$ cat config.mk
export PLATFORM = sky130hd
export DESIGN_NAME = imem_loader
export DESIGN_NICKNAME = d
export VERILOG_FILES = /design/src/rtl/imem_loader_pkg.sv /design/src/rtl/imem_loader_sync_edge.sv /design/src/rtl/imem_loader.sv
export SDC_FILE = /design/constraint.sdc
export NUM_CORES = 1
export LEC_CHECK = 0
export CAP_MARGIN = 20
export CORE_AREA = 2 2 102 104
export CTS_CLUSTER_SIZE = 24
export DETAILED_ROUTE_END_ITERATION = 16
export DIE_AREA = 0 0 104 106
export GPL_TIMING_DRIVEN = 0
export PLACE_DENSITY = 0.84
export SLEW_MARGIN = 10
export SYNTH_ARGS = -nofsm -noshare
export SYNTH_HDL_FRONTEND = slang
export SYNTH_SLANG_ARGS = --single-unit
$ cat constraint.sdc
create_clock -name clk_int -period 3.9 [get_ports clk_int]
set_input_delay 0.78 -clock clk_int [delete_from_list [all_inputs] [get_ports clk_int]]
set_output_delay 0.78 -clock clk_int [all_outputs]
set_load 0.03 [all_outputs]
$ cat src/rtl/imem_loader_pkg.sv
// Shared types and frame-length helpers for the PAT instruction-memory loader.
package imem_loader_pkg;

    typedef enum logic [1:0] {
        IDLE    = 2'd0,
        COLLECT = 2'd1,
        READY   = 2'd2,
        WRITE   = 2'd3
    } state_t;

    function automatic int ceil_div(input int num, input int den);
        return (num + den - 1) / den;
    endfunction

    // A full frame carries address and data; a burst frame carries data only.
    function automatic int full_beats(input int addr_w, input int data_w, input int port_w);
        return ceil_div(addr_w + data_w, port_w);
    endfunction

    function automatic int data_beats(input int data_w, input int port_w);
        return ceil_div(data_w, port_w);
    endfunction

    localparam int DEF_FULL_BEATS = full_beats(10, 40, 8);
    localparam int DEF_DATA_BEATS = data_beats(40, 8);

endpackage

$ cat src/rtl/imem_loader_sync_edge.sv
// Multi-flop synchroniser for one asynchronous pad input with rising-edge detect.
module sync_edge #(
    parameter int SYNC_STAGES = 2
) (
    input  logic clk_int,
    input  logic reset_n,
    input  logic i_async,
    output logic o_rise
);

    logic [SYNC_STAGES-1:0] r_sync;
    logic                   r_prev;

    always_ff @(posedge clk_int or negedge reset_n) begin
        if (!reset_n) begin
            r_sync <= '0;
            r_prev <= 1'b0;
        end else begin
            r_sync <= {r_sync[SYNC_STAGES-2:0], i_async};
            r_prev <= r_sync[SYNC_STAGES-1];
        end
    end

    assign o_rise = r_sync[SYNC_STAGES-1] & ~r_prev;

endmodule

$ cat src/rtl/imem_loader.sv
// Instruction-memory loader: assembles write frames from synchronised pad beats
// in MEMLOAD mode, with burst auto-increment, error flags and a beat checksum.
module imem_loader
    import imem_loader_pkg::*;
#(
    parameter int PORT_W      = 8,
    parameter int ADDR_W      = 10,
    parameter int DATA_W      = 40,
    parameter int SYNC_STAGES = 2
) (
    input  logic              clk_int,
    input  logic              reset_n,
    input  logic              load_en,
    input  logic [PORT_W-1:0] port_in,
    input  logic              strobe_in,
    input  logic              write_in,
    input  logic              auto_inc,
    output logic [ADDR_W-1:0] imem_write_adr,
    output logic [DATA_W-1:0] imem_in,
    output logic              imem_write,
    output logic              frame_ready,
    output logic              err_overrun,
    output logic              err_short,
    output logic [PORT_W-1:0] checksum
);

    localparam int FULL_BEATS = full_beats(ADDR_W, DATA_W, PORT_W);
    localparam int DATA_BEATS = data_beats(DATA_W, PORT_W);
    localparam int FRAME_W    = ADDR_W + DATA_W;
    localparam int CNT_W      = $clog2(FULL_BEATS + 1);

    logic [PORT_W-1:0]  r_port_sync [SYNC_STAGES];
    logic [PORT_W-1:0]  w_port_beat;
    logic               w_strobe_rise;
    logic               w_write_rise;

    state_t             r_state;
    state_t             w_state_next;

    // Only the bits that can reach the address and data fields are kept.
    logic [FRAME_W-1:0] r_shifter;
    logic [FRAME_W-1:0] w_shift_next;
    logic [CNT_W-1:0]   r_beat_cnt;
    logic [CNT_W-1:0]   w_cnt_base;
    logic [CNT_W-1:0]   w_frame_len;
    logic               r_data_only;
    logic               r_addr_valid;
    logic               w_addr_valid_eff;
    logic               w_data_only;
    logic               w_frame_done;

    logic               w_accept;
    logic               w_commit;
    logic               w_set_overrun;
    logic               w_set_short;

    logic [ADDR_W-1:0]  r_imem_adr;
    logic [DATA_W-1:0]  r_imem_data;
    logic               r_imem_write;
    logic               r_err_overrun;
    logic               r_err_short;
    logic [PORT_W-1:0]  r_checksum;

    sync_edge #(.SYNC_STAGES(SYNC_STAGES)) u_strobe_sync (
        .clk_int (clk_int),
        .reset_n (reset_n),
        .i_async (strobe_in),
        .o_rise  (w_strobe_rise)
    );

    sync_edge #(.SYNC_STAGES(SYNC_STAGES)) u_write_sync (
        .clk_int (clk_int),
        .reset_n (reset_n),
        .i_async (write_in),
        .o_rise  (w_write_rise)
    );

    always_ff @(posedge clk_int or negedge reset_n) begin
        if (!reset_n) begin
            for (int i = 0; i < SYNC_STAGES; i++) begin
                r_port_sync[i] <= '0;
            end
        end else begin
            r_port_sync[0] <= port_in;
            for (int i = 1; i < SYNC_STAGES; i++) begin
                r_port_sync[i] <= r_port_sync[i-1];
            end
        end
    end

    assign w_port_beat  = r_port_sync[SYNC_STAGES-1];
    assign w_shift_next = FRAME_W'({r_shifter, w_port_beat});

    // A beat accepted alongside a commit opens the next frame, which already sees the new address.
    assign w_cnt_base       = (r_state == READY) ? '0 : r_beat_cnt;
    assign w_addr_valid_eff = r_addr_valid | (r_state == READY);
    assign w_data_only      = (w_cnt_base == '0) ? (auto_inc & w_addr_valid_eff) : r_data_only;
    assign w_frame_len      = w_data_only ? CNT_W'(DATA_BEATS) : CNT_W'(FULL_BEATS);
    assign w_frame_done     = ((w_cnt_base + CNT_W'(1)) == w_frame_len);

    always_ff @(posedge clk_int or negedge reset_n) begin
        if (!reset_n) begin
            r_state <= IDLE;
        end else begin
            r_state <= w_state_next;
        end
    end

    always_comb begin
        w_state_next  = r_state;
        w_accept      = 1'b0;
        w_commit      = 1'b0;
        w_set_overrun = 1'b0;
        w_set_short   = 1'b0;
        if (!load_en) begin
            w_state_next = IDLE;
        end else begin
            unique case (r_state)
                IDLE: begin
                    w_state_next = COLLECT;
                end
                COLLECT: begin
                    if (w_write_rise) begin
                        w_set_short = 1'b1;
                    end
                    if (w_strobe_rise) begin
                        w_accept = 1'b1;
                        if (w_frame_done) begin
                            w_state_next = READY;
                        end
                    end
                end
                READY: begin
                    if (w_write_rise) begin
                        w_commit     = 1'b1;
                        w_accept     = w_strobe_rise;
                        w_state_next = WRITE;
                    end else if (w_strobe_rise) begin
                        w_set_overrun = 1'b1;
                    end
                end
                WRITE: begin
                    w_state_next = COLLECT;
                    if (w_strobe_rise) begin
                        w_accept = 1'b1;
                        if (w_frame_done) begin
                            w_state_next = READY;
                        end
                    end
                end
                default: begin
                    w_state_next = IDLE;
                end
            endcase
        end
    end

    // Leaving MEMLOAD mode discards the session but keeps the last written address and data.
    always_ff @(posedge clk_int or negedge reset_n) begin
        if (!reset_n) begin
            r_shifter     <= '0;
            r_beat_cnt    <= '0;
            r_data_only   <= 1'b0;
            r_addr_valid  <= 1'b0;
            r_imem_adr    <= '0;
            r_imem_data   <= '0;
            r_imem_write  <= 1'b0;
            r_err_overrun <= 1'b0;
            r_err_short   <= 1'b0;
            r_checksum    <= '0;
        end else if (!load_en || r_state == IDLE) begin
            r_beat_cnt    <= '0;
            r_data_only   <= 1'b0;
            r_addr_valid  <= 1'b0;
            r_imem_write  <= 1'b0;
            r_err_overrun <= 1'b0;
            r_err_short   <= 1'b0;
            r_checksum    <= '0;
        end else begin
            r_imem_write <= (r_state == WRITE);
            if (w_set_overrun) begin
                r_err_overrun <= 1'b1;
            end
            if (w_set_short) begin
                r_err_short <= 1'b1;
            end
            if (w_commit) begin
                r_imem_data  <= r_shifter[DATA_W-1:0];
                r_imem_adr   <= r_data_only ? (r_imem_adr + 1'b1) : r_shifter[FRAME_W-1:DATA_W];
                r_addr_valid <= 1'b1;
                r_beat_cnt   <= '0;
            end
            if (w_accept) begin
                r_shifter   <= w_shift_next;
                r_checksum  <= r_checksum ^ w_port_beat;
                r_beat_cnt  <= w_cnt_base + CNT_W'(1);
                r_data_only <= w_data_only;
            end
        end
    end

    assign imem_write_adr = r_imem_adr;
    assign imem_in        = r_imem_data;
    assign imem_write     = r_imem_write;
    assign frame_ready    = (r_state == READY);
    assign err_overrun    = r_err_overrun;
    assign err_short      = r_err_short;
    assign checksum       = r_checksum;

endmodule

After elaboration in Yosys (flattened, before gate mapping):

Index checks and enable logic that the tools add are counted.

* register bits after elaboration: 140
* input bits: 14
* output and inout port bits: 62
* logic and storage cells: 84

* add/sub/neg operators: 2
* equal/unequal tests: 7
* mux-type cells: 37
* bitwise gates (word level): 8
* reduce and logical (&&, ||, !) cells: 13

Operators by type and width (number)
* $mux W1: 21
* $mux W8: 2
* $mux W2: 7
* $mux W3: 4
* $add A10 B1 Y10 const B: 1
* $mux W10: 1
* $pmux W2 S4: 1
* $reduce_bool A2 Y1: 4
* $xor A8 B8 Y8: 1
* $ne A3 B3 Y1 const B: 2
* $eq A2 B2 Y1 const B: 2
* $reduce_and A2 Y1: 2
* $add A3 B1 Y3 const B: 1
* $and A1 B1 Y1: 3
* $eq A3 B3 Y1: 1
* $logic_not A3 Y1: 1
* $ne A3 B2 Y1 const B: 1
* $not A1 Y1: 3
* $reduce_and A3 Y1: 1
* $reduce_bool A3 Y1: 1
* $eq A2 B1 Y1 const B: 1
* $logic_not A2 Y1: 1
* $pmux W1 S2: 1
* $reduce_or A2 Y1: 1
* 3 further kinds: 3

Logic depth before layout (Yosys ltp):

Gate-level depths: netlist (run 1).

* depth in word-level cells: 10
* depth in mapped cells: 11
* mapped depth without buffers: 10

Hierarchy:

Synthesis (run 1) repeated with hierarchy kept, for this count alone.

* cell total of the unflattened synthesis: 464
* area, all modules: 5738.0 um2

By module, submodules not included
* imem_loader: instances 1, cells each 456, area an instance 5560.3 um2, sequential area each 3353.2 um2
* sync_edge: instances 2, cells each 4, area an instance 88.8 um2, sequential area each 75.1 um2

Least setup slack after synthesis (run 1):

Ideal clock, no wire load.

* kind: reg-to-reg
* from: reg r_state[0]
* to: reg r_state[1]
* arrival time: 1816 ps
* data required time: 3774 ps
* slack: 1958 ps
* stages on the path, launching flop included: 12
* buffers on the path: 1
* clock period less this slack: 1942 ps
* cells stage by stage: dfrtp_1 -> buf_6 -> inv_2 -> nand2_1 -> inv_2 -> nor2b_1 -> inv_1 -> ha_1 -> nand2_1 -> o32ai_1 -> nor4_1 -> a221o_1

* cells in the longest elaborated chain, start to end: 10
* elaborated cells on any way between the ends: 20
* classes of those cells: add/sub: 1; eq/ne: 7; mux: 7; bitwise: 2; reduce/logical: 3

RTL lines
* from (decl): line imem_loader.sv:37 `state_t r_state;`
* from (signal assigned): line imem_loader.sv:105 `r_state <= w_state_next;`
* $eq A2 B2 Y1 *
* net frame_ready: line imem_loader.sv:21 `output logic frame_ready,`
* branches (longest 9 deep; another with $add A3 B1 Y3)

Mark *: on every way through the listed nets, which the timed path passes.
A chain may end at the register's enable or synchronous reset.

Worst setup path after layout (run 1):

* from: reg r_state[0]
* to: out frame_ready

* cells in the longest elaborated chain, start to end: 1

RTL lines
* $eq A2 B2 Y1: line imem_loader.sv:205 `assign frame_ready = (r_state == READY);`
* to (decl): line imem_loader.sv:21

Every way passes these cells.

==> results.toml, run 1 <==
[timing]
finalSetupViolations = 0
hold_ws_ns = 0.166
max_slew_margin_pct = 62.5
fin_crit_sh_pct = 71.8
worst_slack_ns = 1.10
tightest_slew_ns = 0.559
slew_violations = 0
finalHoldViolCount = 0
post-route-min-period_ns = 2.80
rsz0062_at_grt = "no"
skew_ns = 0.00840
fmax_ghz = 0.357

[layout]
fin_cells = 717
final_cell_mix = "dfrtp_1, nand2_1, clkdlybuf4s50_1"
diodes = 0
nets = 585
layout-drive-gt1-share_pct = 18.2
layout_commonest_cell = "dfrtp_1"
area_delta_synth_final_pct = 26.5

[hold_path]
worstHoldPathType = "input port to asynchronous set/reset pin"

[synthesis]
ys_types = 48
syn-num-nets = 490
synth-edff-count = 0
synth_seq_area_share_pct = 60.6
synth_flop_cell = "dfrtp_1"
netlist_area_mm2 = 0.00578
ys_seq_elements = 140
yosys_warnings = 0
syn_inst = 473
synthArstFlopShare_pct = 100
syn_area_per_cell_um2 = 12.2

[detailed_routing]
via_count = 3987
drt_pass1_iterations = 5
drt_iter0_markers = 248
wirelength_um = 12400
drt-vias-per-instance = 5.56
drtAntennaViolNets = 0
drt_drc_violations_left = 0
wl_per_cell_um = 17.3

[power_and_ir_drop]
leakagePower_uw = 0.00360
power-per-cell-area_mw_per_mm2 = 468
peakVddDrop_mv = 0.303

[cts]
clk_pin_slew_ns = 0.06
htreeDepth = 4
cts_resized = 0
numCtsBuffers = 17
cts_buffer_depth = 2
ctsHoldBuffers = 0
clock_sinks = 140
clock_latency_ns = 0.53
post-cts-setup-buffers = 0
cts_root_buf = "clkbuf_8"
cts_tree = "done"

[die]
fp.dieW_um = 104
rows = 37
io_pins = 76
fp.coreArea_mm2 = 0.0100
dieArea_mm2 = 0.0110
initial_core_util_pct = 57.8
die_h_um = 106

[setup_path]
worst-r2r-cell-count = 10
cp-start-kind = "register"
crit_chain = "buf_6, inv_2, nand2_1, inv_2, clkdlybuf4s50_1"
crit_arrival_ns = 2.02
r2r_setup_slack_ns = 1.66
crit_fanout = 9
crit_required_ns = 3.12
worst_path_max_delay_cell = "clkdlybuf4s50_1"
r2r_end = "r_state[1]"
rr_startpoint = "r_state[0]"
worstSetupPathType = "register to output pin"
cpMostUsedCell = "inv_2"
slowest_delay_ns = 0.68
startpoint = "r_state[0]"
crit_path_end_kind = "output pin"

[status]
run_status = "finished clean"

[place]
gp_congestion = 0.837
io_buffer_count = 75
dp_slack_ns = 1.15
dp.cells = 685
dp_hpwl_um = 7800

[global_route]
antenna_found_initial = 0
grt_pass1_wl_um = 20400
grt_pass1_vias = 4029
grt_usage_pct = 23.9
grt_max_degree = 99
grt_overflow = 0

[flow_run]
drv_cap = 0
how the worst max path moves through the flow:
stage | end | slack (ns) | cells past startpoint
global route | frame_ready | 1.03 | 5
global placement | r_port_sync[10] | -3.09 | 1
finish | frame_ready | 1.10 | 5
floorplan | r_state[1] | 1.96 | 11
detailed placement | imem_in[9] | 1.15 | 7
CTS | frame_ready | 1.09 | 5
report_power, final:
part / total [uW] / internal (uW) / switching (uW)
clock network: 1570 / 945 / 622
registers: 1620 / 1540 / 85.4
logic: 230 / 137 / 92.8
registers in the layout, summed over array words and instances (netlist names):
signal,count
checksum,8
err_overrun,1
err_short,1
imem_in,40
imem_write,1
imem_write_adr,10
r_addr_valid,1
r_beat_cnt,3
r_data_only,1
r_port_sync,8
r_shifter,50
r_state,2
u_strobe_sync.r_prev,1
u_strobe_sync.r_sync,2
u_write_sync.r_prev,1
u_write_sync.r_sync,2
w_port_beat,8
cells in the mapped netlist (5+ instances only):
master / count / share of area [%]
a21oi_1: 11 / 0.95
a31oi_1: 5 / 0.54
buf_12: 5 / 1.7
clkbuf_1: 9 / 0.58
dfrtp_1: 140 / 61
inv_1: 7 / 0.45
mux2_4: 50 / 13
mux2i_1: 5 / 0.87
nand2_1: 133 / 8.6
nand3_1: 8 / 0.69
nor2_1: 16 / 1.0
nor3_1: 6 / 0.52
o211ai_1: 9 / 1.2
o21ai_0: 9 / 0.78
o22ai_1: 5 / 0.54
xor2_1: 9 / 1.4
per-stage QoR:
step	TNS [ns]	power, uW	utilization [%]	instance area, um2
3_3_place_gp	-431.92	1850	67.0	6700
3_5_place_dp	0	1870	67.3	6730
4_1_cts	0	3440	73.1	7310
6_report	0	3420	73.1	7310
2_1_floorplan	0	1770	-	5780
5_1_grt	0	3530	73.1	7310
cells by family after synthesis:
group,synth area share (%)
AOI/OAI and AO/OA,5.78
xor gates and xnor gates,1.36
adders and majority gates,0.650
buffers and inverters,3.94
DFF,60.6
muxes,14.1
and+or+nand+nor,13.6
critical path, delay by kind of cell, from the launching register on:
family / cells / cell delay, ns
AND/OR/NAND/NOR: 1 / 0.10
flip-flops: 1 / 0.37
buffers and inverters: 4 / 1.02
metal layers:
metal	track usage, %	vias to the layer above	wire [um]	part of all wire (%)
met5	0	-	0	0
met4	9.85	0	312	2.5
met3	6.81	33	789	6.4
met2	39.1	159	6290	51
met1	30.2	1993	5030	41
li1	-	1802	-	-
cell type report:
cell class	count	area (um2)
Clock inverter	13	140
Multi-Input combinational cell	301	2050
Buffer	23	194
Inverter	9	33.8
Sequential cell	140	3500
Timing Repair Buffer	76	779
Fill cell	657	2690
Tap cell	136	170
Clock buffer	19	442
(Power assumes the default switching activity.)
==> inputs of run 2 (changes only) <==
--- a/config.mk
+++ b/config.mk
@@ -6,12 +6,12 @@
 export NUM_CORES = 1
 export LEC_CHECK = 0
 export CAP_MARGIN = 20
-export CORE_AREA = 2 2 102 104
+export CORE_AREA = 2 2 106 108
 export CTS_CLUSTER_SIZE = 24
 export DETAILED_ROUTE_END_ITERATION = 16
-export DIE_AREA = 0 0 104 106
+export DIE_AREA = 0 0 108 110
 export GPL_TIMING_DRIVEN = 0
-export PLACE_DENSITY = 0.84
+export PLACE_DENSITY = 0.78
 export SLEW_MARGIN = 10
 export SYNTH_ARGS = -nofsm -noshare
 export SYNTH_HDL_FRONTEND = slang
==> constraint.sdc (replaced) <==
create_clock -name clk_int -period 2.7 [get_ports clk_int]
set_input_delay 0.54 -clock clk_int [delete_from_list [all_inputs] [get_ports clk_int]]
set_output_delay 0.54 -clock clk_int [all_outputs]
set_load 0.03 [all_outputs]
==> run 2 against run 1 <==
The flow now finishes with violations (hold timing). Die area up 7.8%. Sequential share of layout area down 0.26 points. Clock power up 54%. Global-route usage down 2.4 points. Core utilization down 4.4 points. Sequential power up 44%. Final area up 0.55%. First-iteration DRC count down 21%. Clock skew down 0.0039 ns. Register-to-register slack worse by 1.1 ns. Setup slack worse by 0.93 ns. Critical path type unchanged. Critical endpoint unchanged. Largest power group is now the clock network.
==> results.toml, run 2 (synthesis results as in run 1) <==
[global_route]
grt_max_degree = 83
antenna_found_initial = 0
grt_usage_pct = 21.5
grt_pass1_vias = 3864
grt_overflow = 0
grt_pass1_wl_um = 19400

[detailed_routing]
drt_pass1_iterations = 4
drt-vias-per-instance = 5.25
wl_per_cell_um = 16.3
drtAntennaViolNets = 0
drt_iter0_markers = 197
wirelength_um = 11700
drt_drc_violations_left = 0
via_count = 3787

[layout]
diodes = 0
layout-drive-gt1-share_pct = 17.6
final_util_pct = 68.7
nets = 585
area_delta_synth_final_pct = 27.2
largest-register = "r_shifter"
layout_commonest_cell = "dfrtp_1"
largest_register_ffs = 50
final_cell_mix = "dfrtp_1, nand2_1, clkdlybuf4s50_1"

[setup_path]
crit_arrival_ns = 1.99
crit_path_end_kind = "output pin"
worst-r2r-cell-count = 11
cp-start-kind = "register"
crit_required_ns = 2.16
crit_fanout = 9
worstSetupPathType = "register to output pin"

[power_and_ir_drop]
peakVddDrop_mv = 0.479
power-per-cell-area_mw_per_mm2 = 691
leakagePower_uw = 0.00361

[cts]
clock_latency_ns = 0.52
cts_tree = "done"
cts_buffer_depth = 2
numCtsBuffers = 17
htreeDepth = 4
clk_pin_slew_ns = 0.06
ctsHoldBuffers = 0
post-cts-setup-buffers = 0
cts_resized = 0
clock_sinks = 140
cts_root_buf = "clkbuf_8"

[die]
die_h_um = 110
fp.coreArea_mm2 = 0.0107
fp.dieW_um = 108
rows = 38
io_pins = 76
dieArea_mm2 = 0.0119
initial_core_util_pct = 54.0

[place]
gp_congestion = 0.807
dp_slack_ns = 0.178
dp_hpwl_um = 7750
io_buffer_count = 75

[timing]
finalSetupViolations = 0
skew_ns = 0.00451
tightest_slew_ns = 0.640
slew_violations = 0
worst_slack_ns = 0.171
fin_crit_sh_pct = 93.7
rsz0062_at_grt = "no"
finalHoldViolCount = 33
hold_ws_ns = -0.00998
post-route-min-period_ns = 2.53
max_slew_margin_pct = 57.1
fmax_ghz = 0.395

[status]
violations = "hold timing"
run_status = "finished, violations left"

[flow_run]
drv_cap = 0

[hold_path]
worstHoldPathType = "input port to asynchronous set/reset pin"
[run 2: changes by cell type in the layout (fill, tap and decap cells not counted), sizes merged]
cell,delta
clkinv,-4
bufinv,+2
clkinvlp,-1
inv,-1
clkbuf,+4
[run 2: layout make-up]
class	instances	area [um2]
flip-flops and latches	140	3500
fillers	800	3350
multi-input cells	301	2050
repair buffers	76	779
clock buffers	23	457
plain buffers	23	194
well taps	140	175
clock inverters	9	160
inverters	9	33.8
[run 2: worst paths after layout]
check	from	endpoint	slack, ns
worst max-delay path	r_state[0]	frame_ready	0.17
worst min-delay path	reset_n	imem_write_adr[5]	-0.01
worst max register to register	r_state[0]	r_state[0]	0.60
worst min register to register	r_port_sync[15]	w_port_beat[7]	0.35
max in group asynchronous	reset_n	r_shifter[6]	1.93
min in group clk_int	r_port_sync[15]	w_port_beat[7]	0.35
[run 2: critical path, stage by stage (launching register included)]
cell and delay [ns]:
dfrtp_1 0.37, buf_6 0.14, inv_2 0.06, nand2_1 0.08
inv_2 0.13, clkdlybuf4s50_1 0.68
[run 2: routing by layer]
metal / routed length (um) / vias up / global-route usage (%)
met2: 5580 / 111 / 32.6
met4: 276 / 0 / 8.88
li1: - / 1791 / -
met3: 551 / 28 / 5.41
met1: 5320 / 1857 / 30.0
met5: 0 / - / 0
[run 2: stage by stage]
step	instance area (um2)	TNS [ns]	cells	total power, uW
final	7350	0	721	5080
after global placement	6700	-580.36	688	2680
after detailed placement	6730	0	689	2700
after floorplan	5780	0	473	2560
after global routing	7350	0	721	5260
after CTS	7350	0	721	5110
[run 2: where the power goes]
group / internal (uW) / leakage [uW] / switching, uW
combinational: 198 / 0.00147 / 130
clock: 1550 / 0.000289 / 853
sequential: 2220 / 0.00186 / 116
